`src/rtl/picosoc_ledpwm.sv`:
```
// picosoc_ledpwm: memory-mapped LED/GPIO output block for the PicoSoC iomem bus.
// Each of NUM_CH channels is either a static level (OUT) or a PWM output whose
// duty cycle comes from a double-buffered DUTY register. One prescaler and one
// PWM counter are shared by all channels. Duty values reach the comparators only
// at a PWM period boundary, so a channel never emits a truncated or stretched pulse.
module picosoc_ledpwm #(
   parameter int          NUM_CH        = 8,
   parameter int          PWM_BITS      = 8,
   parameter int          PRESCALE_BITS = 16,
   parameter logic [31:0] BASE_ADDR     = 32'h0300_0000
) (
   input  logic              clk,
   input  logic              resetn,
   input  logic              iomem_valid,
   output logic              iomem_ready,
   input  logic [3:0]        iomem_wstrb,
   input  logic [31:0]       iomem_addr,
   input  logic [31:0]       iomem_wdata,
   output logic [31:0]       iomem_rdata,
   output logic [NUM_CH-1:0] leds
);

   // Word offsets inside the 256-byte window (byte offset >> 2)
   localparam logic [5:0] OFF_OUT      = 6'd0;
   localparam logic [5:0] OFF_MODE     = 6'd1;
   localparam logic [5:0] OFF_PRESCALE = 6'd2;
   localparam logic [5:0] OFF_STATUS   = 6'd3;
   localparam logic [5:0] OFF_DUTY0    = 6'd4;

   // Software-visible registers
   logic [NUM_CH-1:0]        out_q;
   logic [NUM_CH-1:0]        mode_q;
   logic [PRESCALE_BITS-1:0] prescale_q;
   logic [PWM_BITS-1:0]      duty_sh  [NUM_CH];
   logic                     wrap_flag;

   // Timebase and per-channel compare state
   logic [PRESCALE_BITS-1:0] presc_cnt;
   logic [PWM_BITS-1:0]      pwm_cnt;
   logic [PWM_BITS-1:0]      duty_act [NUM_CH];
   logic                     tick;
   logic                     wrap;

   // Bus decode
   logic        hit;
   logic        req;
   logic        wr_en;
   logic        rd_en;
   logic        status_rd;
   logic [5:0]  word;
   logic [5:0]  duty_idx;
   logic        duty_sel;
   logic [PWM_BITS-1:0] duty_cur;
   logic [31:0] rd_mux;
   logic [31:0] out_wr;
   logic [31:0] mode_wr;
   logic [31:0] presc_wr;
   logic [31:0] duty_wr;
   logic        unused_bits;

   // Overlay the strobed bytes of the write data onto the current register value
   function automatic logic [31:0] merge_bytes(input logic [31:0] cur,
                                               input logic [31:0] wdata,
                                               input logic [3:0]  strb);
      logic [31:0] res;
      res = cur;
      for (int b = 0; b < 4; b++) begin
         if (strb[b]) res[8*b +: 8] = wdata[8*b +: 8];
      end
      return res;
   endfunction

   // A request is accepted only while ready is low, so each access acks exactly once
   assign hit       = iomem_valid && (iomem_addr[31:8] == BASE_ADDR[31:8]);
   assign req       = hit && !iomem_ready;
   assign wr_en     = req && (iomem_wstrb != 4'b0000);
   assign rd_en     = req && (iomem_wstrb == 4'b0000);
   assign word      = iomem_addr[7:2];
   assign status_rd = rd_en && (word == OFF_STATUS);
   assign duty_idx  = word - OFF_DUTY0;
   assign duty_sel  = (word >= OFF_DUTY0) && (duty_idx < 6'(NUM_CH));

   // Prescaler reaching PRESCALE advances the PWM counter; the all-ones step ends a period
   assign tick = (presc_cnt == prescale_q);
   assign wrap = tick && (pwm_cnt == '1);

   // Address bits [1:0] and merged bits above each register's width are dropped on purpose
   assign unused_bits = ^{iomem_addr[1:0], out_wr, mode_wr, presc_wr, duty_wr};

   // Shadow duty of the addressed channel, shared by readback and byte merging
   always_comb begin
      duty_cur = '0;
      for (int i = 0; i < NUM_CH; i++) begin
         if (duty_idx == 6'(i)) duty_cur = duty_sh[i];
      end
   end

   // Byte-merged write values and read-data mux
   always_comb begin
      out_wr   = merge_bytes(32'(out_q), iomem_wdata, iomem_wstrb);
      mode_wr  = merge_bytes(32'(mode_q), iomem_wdata, iomem_wstrb);
      presc_wr = merge_bytes(32'(prescale_q), iomem_wdata, iomem_wstrb);
      duty_wr  = merge_bytes(32'(duty_cur), iomem_wdata, iomem_wstrb);
      rd_mux   = '0;
      case (word)
         OFF_OUT:      rd_mux = 32'(out_q);
         OFF_MODE:     rd_mux = 32'(mode_q);
         OFF_PRESCALE: rd_mux = 32'(prescale_q);
         OFF_STATUS: begin
            rd_mux     = 32'(pwm_cnt);
            rd_mux[31] = wrap_flag;
         end
         default: begin
            if (duty_sel) rd_mux = 32'(duty_cur);
         end
      endcase
   end

   // Bus handshake, register writes and the sticky wrap flag
   always_ff @(posedge clk or negedge resetn) begin
      if (!resetn) begin
         iomem_ready <= 1'b0;
         iomem_rdata <= '0;
         out_q       <= '0;
         mode_q      <= '0;
         prescale_q  <= '0;
         wrap_flag   <= 1'b0;
         for (int i = 0; i < NUM_CH; i++) duty_sh[i] <= '0;
      end else begin
         iomem_ready <= req;
         iomem_rdata <= rd_en ? rd_mux : '0;
         if (wr_en) begin
            case (word)
               OFF_OUT:      out_q      <= out_wr[NUM_CH-1:0];
               OFF_MODE:     mode_q     <= mode_wr[NUM_CH-1:0];
               OFF_PRESCALE: prescale_q <= presc_wr[PRESCALE_BITS-1:0];
               default:      ;
            endcase
         end
         for (int i = 0; i < NUM_CH; i++) begin
            if (wr_en && duty_sel && (duty_idx == 6'(i))) duty_sh[i] <= duty_wr[PWM_BITS-1:0];
         end
         // A wrap coinciding with a STATUS read keeps the flag set
         if (wrap) wrap_flag <= 1'b1;
         else if (status_rd) wrap_flag <= 1'b0;
      end
   end

   // Shared timebase: the prescaler free-runs past a lowered PRESCALE until it wraps around
   always_ff @(posedge clk or negedge resetn) begin
      if (!resetn) begin
         presc_cnt <= '0;
         pwm_cnt   <= '0;
      end else begin
         if (tick) begin
            presc_cnt <= '0;
            pwm_cnt   <= pwm_cnt + PWM_BITS'(1);
         end else begin
            presc_cnt <= presc_cnt + PRESCALE_BITS'(1);
         end
      end
   end

   // Active duty follows the shadow continuously in static mode and only at wrap in PWM mode
   always_ff @(posedge clk or negedge resetn) begin
      if (!resetn) begin
         for (int i = 0; i < NUM_CH; i++) duty_act[i] <= '0;
      end else begin
         for (int i = 0; i < NUM_CH; i++) begin
            if (wrap || !mode_q[i]) duty_act[i] <= duty_sh[i];
         end
      end
   end

   // Registered channel outputs: PWM compare or static level
   always_ff @(posedge clk or negedge resetn) begin
      if (!resetn) begin
         leds <= '0;
      end else begin
         for (int i = 0; i < NUM_CH; i++) begin
            leds[i] <= mode_q[i] ? (pwm_cnt < duty_act[i]) : out_q[i];
         end
      end
   end

endmodule

```
`config.mk`:
```
export PLATFORM = sky130hd
export DESIGN_NAME = picosoc_ledpwm
export DESIGN_NICKNAME = d
export VERILOG_FILES = /design/src/rtl/picosoc_ledpwm.sv
export SDC_FILE = /design/constraint.sdc
export NUM_CORES = 1
export LEC_CHECK = 0
export ABC_AREA = 1
export BUFFER_PORTS_ARGS = -buffer_cell sky130_fd_sc_hd__buf_2
export CAP_MARGIN = 20
export CORE_ASPECT_RATIO = 0.8
export CORE_UTILIZATION = 33
export DETAILED_ROUTE_END_ITERATION = 16
export GPL_ROUTABILITY_DRIVEN = 1
export GPL_TIMING_DRIVEN = 0
export PLACE_DENSITY = 0.62
export SYNTH_ARGS = -nofsm -noshare
export SYNTH_HDL_FRONTEND = slang
export SYNTH_SLANG_ARGS = --single-unit
```
`constraint.sdc`:
```
create_clock -name clk -period 2.6 [get_ports clk]
set_clock_uncertainty 0.15 [all_clocks]
set_input_delay 0.13 -clock clk [delete_from_list [all_inputs] [get_ports clk]]
set_output_delay 0.13 -clock clk [all_outputs]
set_load 0.02 [all_outputs]
```
== After elaboration in Yosys (flattened, before gate mapping) ==
Cells that the tools add are included.

* Add/sub/neg operators: 3
* Magnitude comparators: 10
* Equal/unequal tests: 13
* Multiplexer cells: 23
* Reduce and logical (&&, ||, !) cells: 42

{| class="wikitable"
|+ Operators with widths
! cell !! number
|-
| $pmux 32 s4 || 1
|-
| $mux 8 || 10
|-
| $lt 8x8->1 || 8
|-
| $mux 32 || 1
|-
| $eq 24x18->1 const B || 1
|-
| $eq 6x2->1 const B || 4
|-
| $eq 6x3->1 const B || 4
|-
| $add 16x1->16 const B || 1
|-
| $eq 16x16->1 || 1
|-
| $logic_and 1x1->1 || 16
|-
| $mux 16 || 1
|-
| $eq 6x1->1 const B || 2
|-
| $logic_not 6->1 || 2
|-
| $reduce_and 3->1 || 4
|-
| $mux 1 || 10
|-
| $logic_not 1->1 || 9
|-
| $add 8x1->8 const B || 1
|-
| $eq 8x8->1 const B || 1
|-
| $logic_or 1x1->1 || 8
|-
| $ge 6x3->1 const B || 1
|-
| $lt 6x4->1 const B || 1
|-
| $sub 6x3->6 const B || 1
|-
| $logic_not 4->1 || 1
|-
| $reduce_bool 4->1 || 1
|-
| $reduce_bool 2->1 || 1
|}

* Flip-flop bits (word level): 226
* Input bits: 71
* Output and inout port bits: 41
* Logic and storage cells: 117

== Depth between registers and ports, before layout ==
* Word-level depth: 13
* Mapped depth: 19
* Depth with buffers taken out: 19

== Worst setup path before layout ==
No wires, ideal clock.

* Kind: register to register
* Start point: reg presc_cnt[0]
* End point: reg presc_cnt[14]
* Setup time: 0.123 ns
* Data arrival time: 1.649 ns
* Data required time: 2.327 ns
* Slack: 0.678 ns
* Cell stages (with the launch flop): 14
* Path buffers: 0
* Period minus slack after synthesis: 1.922 ns
* Path through: dfrtp_1 -> ha_1 -> nand2_1 -> inv_1 -> nand2_1 -> nor2_1 -> nand2_1 -> nor2_1 -> and3_1 -> nand3_1 -> nor2_1 -> nand2_1 -> nor2_1 -> nor3_1

* Word-level cells in the longest chain between the ends: 2
* Elaborated cells between the ends (all ways): 3
* Classes of those cells: add/sub (1); eq/ne (1); mux (1)

{| class="wikitable"
|+ RTL lines
! item !! line !! source
|-
| start: declaration || 38 || <nowiki>logic [PRESCALE_BITS-1:0] presc_cnt;</nowiki>
|-
| start signal: assignment || 159 || <nowiki>presc_cnt <= presc_cnt + PRESCALE_BITS'(1);</nowiki>
|-
| $add 16x1->16 / $eq 16x16->1 (equally long branches) || 159, 84 ||
|-
| $mux 16 * || 155 || <nowiki>if (tick) begin</nowiki>
|}

Mark *: on every way between the ends. The rest lies on a longest branch, timed or not.
A chain may end at the register's enable or synchronous reset.

== Worst setup path after layout ==
* Start point: reg pwm_cnt[3]
* End point: reg leds[4]

* Word-level cells in the longest chain between the ends: 2

{| class="wikitable"
|+ RTL lines
! item !! line !! source
|-
| start: declaration || 39 || <nowiki>logic [PWM_BITS-1:0] pwm_cnt;</nowiki>
|-
| start signal: assignment || 157 || <nowiki>pwm_cnt <= pwm_cnt + PWM_BITS'(1);</nowiki>
|-
| $lt 8x8->1 || 181 || <nowiki>leds[i] <= mode_q[i] ? (pwm_cnt < duty_act[i]) : out_q[i];</nowiki>
|-
| $mux 1 || 181 ||
|-
| end signal: indexed assignment || 181 ||
|-
| end: declaration || 20 || <nowiki>output logic [NUM_CH-1:0] leds</nowiki>
|}

No other way between the ends.

==> metrics list <==
- Top-level port count: 112
* Area of combinational cells with multiple inputs: a little over 0.005 mm2
- Synthesis inferred 211 register bits.
- Counting the fill cells in the layout gives 3368.
- Data on the critical path arrives at its endpoint at between 2 and 3 ns.
- Timing analysis after detailed placement gives a worst setup slack of -0.2867 ns.
* Routed Antenna Nets: 0
- Aggregate global-route resource usage: 18.97%
- STA puts the critical path data required time at roughly 2.9 ns.
* Post-Route Utilization: 39.89%
* Final hold violation count: 0
* Count of flip-flops with a built-in enable after synthesis: 0
- Int Power: 5.770 mW
- In this run the vertical extent of the chip is 167.4 um.
- Timing would allow up to 406.0 MHz.
* First-pass iteration count of the detailed router: 5
- In this run, the combinational gates consume 5.0% of the power.
* Clock tree sinks: 211
- For this run, the leading register cell type out of synthesis is sky130_fd_sc_hd__dfrtp_1.
* Slew @ Worst Pin: 0.9981 ns
- Number of DRC markers in iteration 0: 706
* Count of input and output buffers: 78
* Chip width: roughly 210 um
- H-tree levels: 1
- Dividing the detail-routed via count by the number of cells gives 4.911.
- Across the VDD grid, the largest voltage drop is 0.5143 mV.
* Element type at the critical path end: flop
- Vias in the first global route: 8985
* Async S/R FF share, synth: 100.0%
- The clock passes through at most 3 buffers.
- In this run the power spent charging and discharging nets is roughly 1.7 mW.
- In this run the cell area of the synthesized design comes to 0.01128 mm2.
- The congestion estimate from routability-driven global placement came to 0.9087.
- Crit path kind: flop to flop
- Core ar.: about 0.034 mm2
- The number of clock buffers added by TritonCTS is 23.
- Dividing the detail-routed wire length by the instance count gives between 15 and 20 um.
- Worst Path Max Fanout: 13
* Half-perimeter wire length after placement: 23.22 mm
* Post-synthesis cell count: 1355
- Warning count from the yosys run: 0
* Remaining max-slew budget at the tightest pin: approximately a third
- Share of the cycle needed by the critical path after routing: ~95%
* Final net count: 1628
- Cells with a size suffix above 1 make up 14.96% of the layout.
- CTS tree: yes
- Post-CTS timing repair inserted 0 buffers for setup.
* Post-synthesis average cell area: 8.323 um2
- Lkg Pwr: 6.521 nW
* DRC violations left: 0
- Antenna violations before repair: 1
- Number of max-cap violations: 0
- Distinct cells, synth: 48
* Start point of the worst min-delay path: iomem_addr[2]
- Row count: 60
* Wire length of the first global-routing pass: 51.11 mm
* Setup slack after layout: 0.1368 ns
- GR Overflow Total: 0
- Setup violations remaining at the end of the flow were counted as 0.
- Registers take 0.005281 mm2.
- Fraction of power spent switching nets: a little under a quarter
* Die footprint: 0.03492 mm2
* Detailed-route via count: approximately 9.6k
* Hold Path Class: input port to flop
- Clock tree synthesis selected as its root buffer the cell sky130_fd_sc_hd__clkbuf_16.
* Power per unit of standard cell area: 555.9 mW/mm2
- Clock Power Share: ~51%
* Fraction of the yosys area taken by sequential cells: 46.82%
* Reg-to-reg critical path startpoint: pwm_cnt[3]$_DFFE_PN0N_
- Min Clock Period, post-route: roughly 2.5 ns
* Starting density of the core: 33.53%
- Count of pins over their slew limit: 0
- The clock reaches the later pin of the worst-skew pair after 0.53 ns.
- Compared with the post-synthesis result, the final layout area differs by 18.96%.
* Status: completed
* Share of total power in sequential cells: approximately 44%
* Clock transition at the registers of the reported paths: around 0.06 ns
* Critical path origin: pwm_cnt[3]$_DFFE_PN0N_
* Routed Wire Length: 32.94 mm
- Setup TNS: 0 ns
- Largest net degree at the start of global routing: 116
- STA classifies the critical path startpoint as a flop.
routing by layer:
metal | share of wire [%] | global-route usage (%)
met5 | 0 | 0
met4 | 2.6 | 5.083
met3 | 7.4 | 4.464
met2 | 41 | 27.29
met1 | 49 | 28.21
final cells by class:
cell class / count / area share, %
sequential: 211 / 39.36
clock inverter: 16 / 1.996
tap: 434 / 4.047
buffer: 39 / 2.098
multi-input combinational: 937 / 38.03
inverter: 182 / 5.120
antenna: 1 / 0.01865
timing repair buffer: 101 / 4.831
clock buffer: 25 / 4.495
flip-flops by register name (all words and copies together), names as in the netlist:
| register | cells |
|---|---|
| iomem_rdata | 17 |
| duty_sh | 64 |
| duty_act | 64 |
| wrap_flag | 1 |
| out_q | 8 |
| leds | 8 |
| mode_q | 8 |
| presc_cnt | 16 |
| pwm_cnt | 8 |
| iomem_ready | 1 |
| prescale_q | 16 |
layout by cell type, fill, tap and decap left out, drive strengths merged, types with 8 or more instances in the layout:
| master | netlist | routed |
|---|---|---|
| buf | 33 | 112 |
| conb | 1 | 15 |
| clkinv | 2 | 9 |
| xor2 | 10 | 10 |
| a21oi | 47 | 47 |
| dfrtp | 211 | 211 |
| nand4 | 26 | 26 |
| dlygate4sd3 | 0 | 22 |
| o21ai | 114 | 114 |
| o211ai | 9 | 9 |
| clkbuf | 6 | 31 |
| ha | 62 | 62 |
| nor3 | 12 | 12 |
| mux2 | 8 | 8 |
| nand3 | 105 | 105 |
| inv | 180 | 180 |
| nor2 | 71 | 71 |
| nand2 | 406 | 406 |
| xnor2 | 8 | 8 |
worst max-delay path, stage by stage, from the launching register on:
cell	delay, ns
sky130_fd_sc_hd__dfrtp_1	0.95
sky130_fd_sc_hd__ha_1	0.38
sky130_fd_sc_hd__a21oi_1	0.15
sky130_fd_sc_hd__nand2_1	0.08
sky130_fd_sc_hd__a21oi_1	0.16
sky130_fd_sc_hd__nor2_1	0.06
sky130_fd_sc_hd__o211ai_1	0.17
sky130_fd_sc_hd__nand2_1	0.07
sky130_fd_sc_hd__o22ai_1	0.19
worst paths after layout:
| path | to | slack [ns] | cells after the start |
|---|---|---|---|
| min | duty_sh[55]$_DFFE_PN0P_ | 0.03 | 7 |
| max in group asynchronous | pwm_cnt[1]$_DFFE_PN0N_ | 1.15 | 3 |
| min reg2reg | out_q[3]$_DFFE_PN0P_ | 0.34 | 2 |
| max reg2reg | leds[4]$_DFF_PN0_ | 0.14 | 8 |
| min in group asynchronous | duty_act[19]$_DFFE_PN0P_ | 0.10 | 2 |
| max | leds[4]$_DFF_PN0_ | 0.14 | 8 |
power groups by stage:
stage / Sequential [mW] / Combinational [mW] / Clock (mW)
floorplan: 3.35 / 0.163 / 0
global placement: 3.36 / 0.341 / 0
detailed placement: 3.35 / 0.349 / 0
CTS: 3.29 / 0.376 / 3.85
global route: 3.29 / 0.413 / 3.97
finish: 3.29 / 0.376 / 3.79
cells by family (layout without fill, tap and decap cells):
kind of cell,Yosys count,in the layout,synth area share [%]
flip-flops,211,211,46.82
XOR/XNOR,18,18,1.398
AO/OA/AOI/OAI,197,197,10.13
multiplexers,8,8,0.7988
adder cells (fa/ha/maj),62,62,6.878
other,1,16,0.03325
buffers and inverters,221,363,8.564
AND/OR/NAND/NOR,637,637,25.38
synthesized netlist by cell type, types with 10 or more instances:
library cell	number	share of area [%]
sky130_fd_sc_hd__nor3_1	12	0.53
sky130_fd_sc_hd__nand2_1	398	13
sky130_fd_sc_hd__inv_1	170	5.7
sky130_fd_sc_hd__a21oi_1	46	2.0
sky130_fd_sc_hd__o21ai_0	91	4.0
sky130_fd_sc_hd__xor2_1	10	0.78
sky130_fd_sc_hd__o21ai_1	12	0.53
sky130_fd_sc_hd__nor2_1	61	2.0
sky130_fd_sc_hd__nand4_1	25	1.4
sky130_fd_sc_hd__dfrtp_1	211	47
sky130_fd_sc_hd__o21ai_2	11	0.85
sky130_fd_sc_hd__nand3_1	95	4.2
sky130_fd_sc_hd__buf_4	25	1.7
sky130_fd_sc_hd__inv_2	10	0.33
sky130_fd_sc_hd__ha_1	62	6.9
repair_timing:
action	4_1_cts	5_1_grt
endpoints found under the setup margin	64	64
gates cloned	0	0
endpoints found under the hold margin	148	0
gates resized for setup	3	5
hold buffers	22	0
per-stage QoR:
step                power [mW]  area [um2]  cells  hold slack [ns]
floorplan                3.512       11330   1369          -0.3156
global placement         3.696       12260   1881           0.2150
CTS                      7.520       13400   1945          0.01091
detailed placement       3.704       12300   1882           0.1374
finish                   7.458       13420   1946          0.03413
global route             7.674       13420   1946          0.05916
Power figures use the tool's default switching activity.
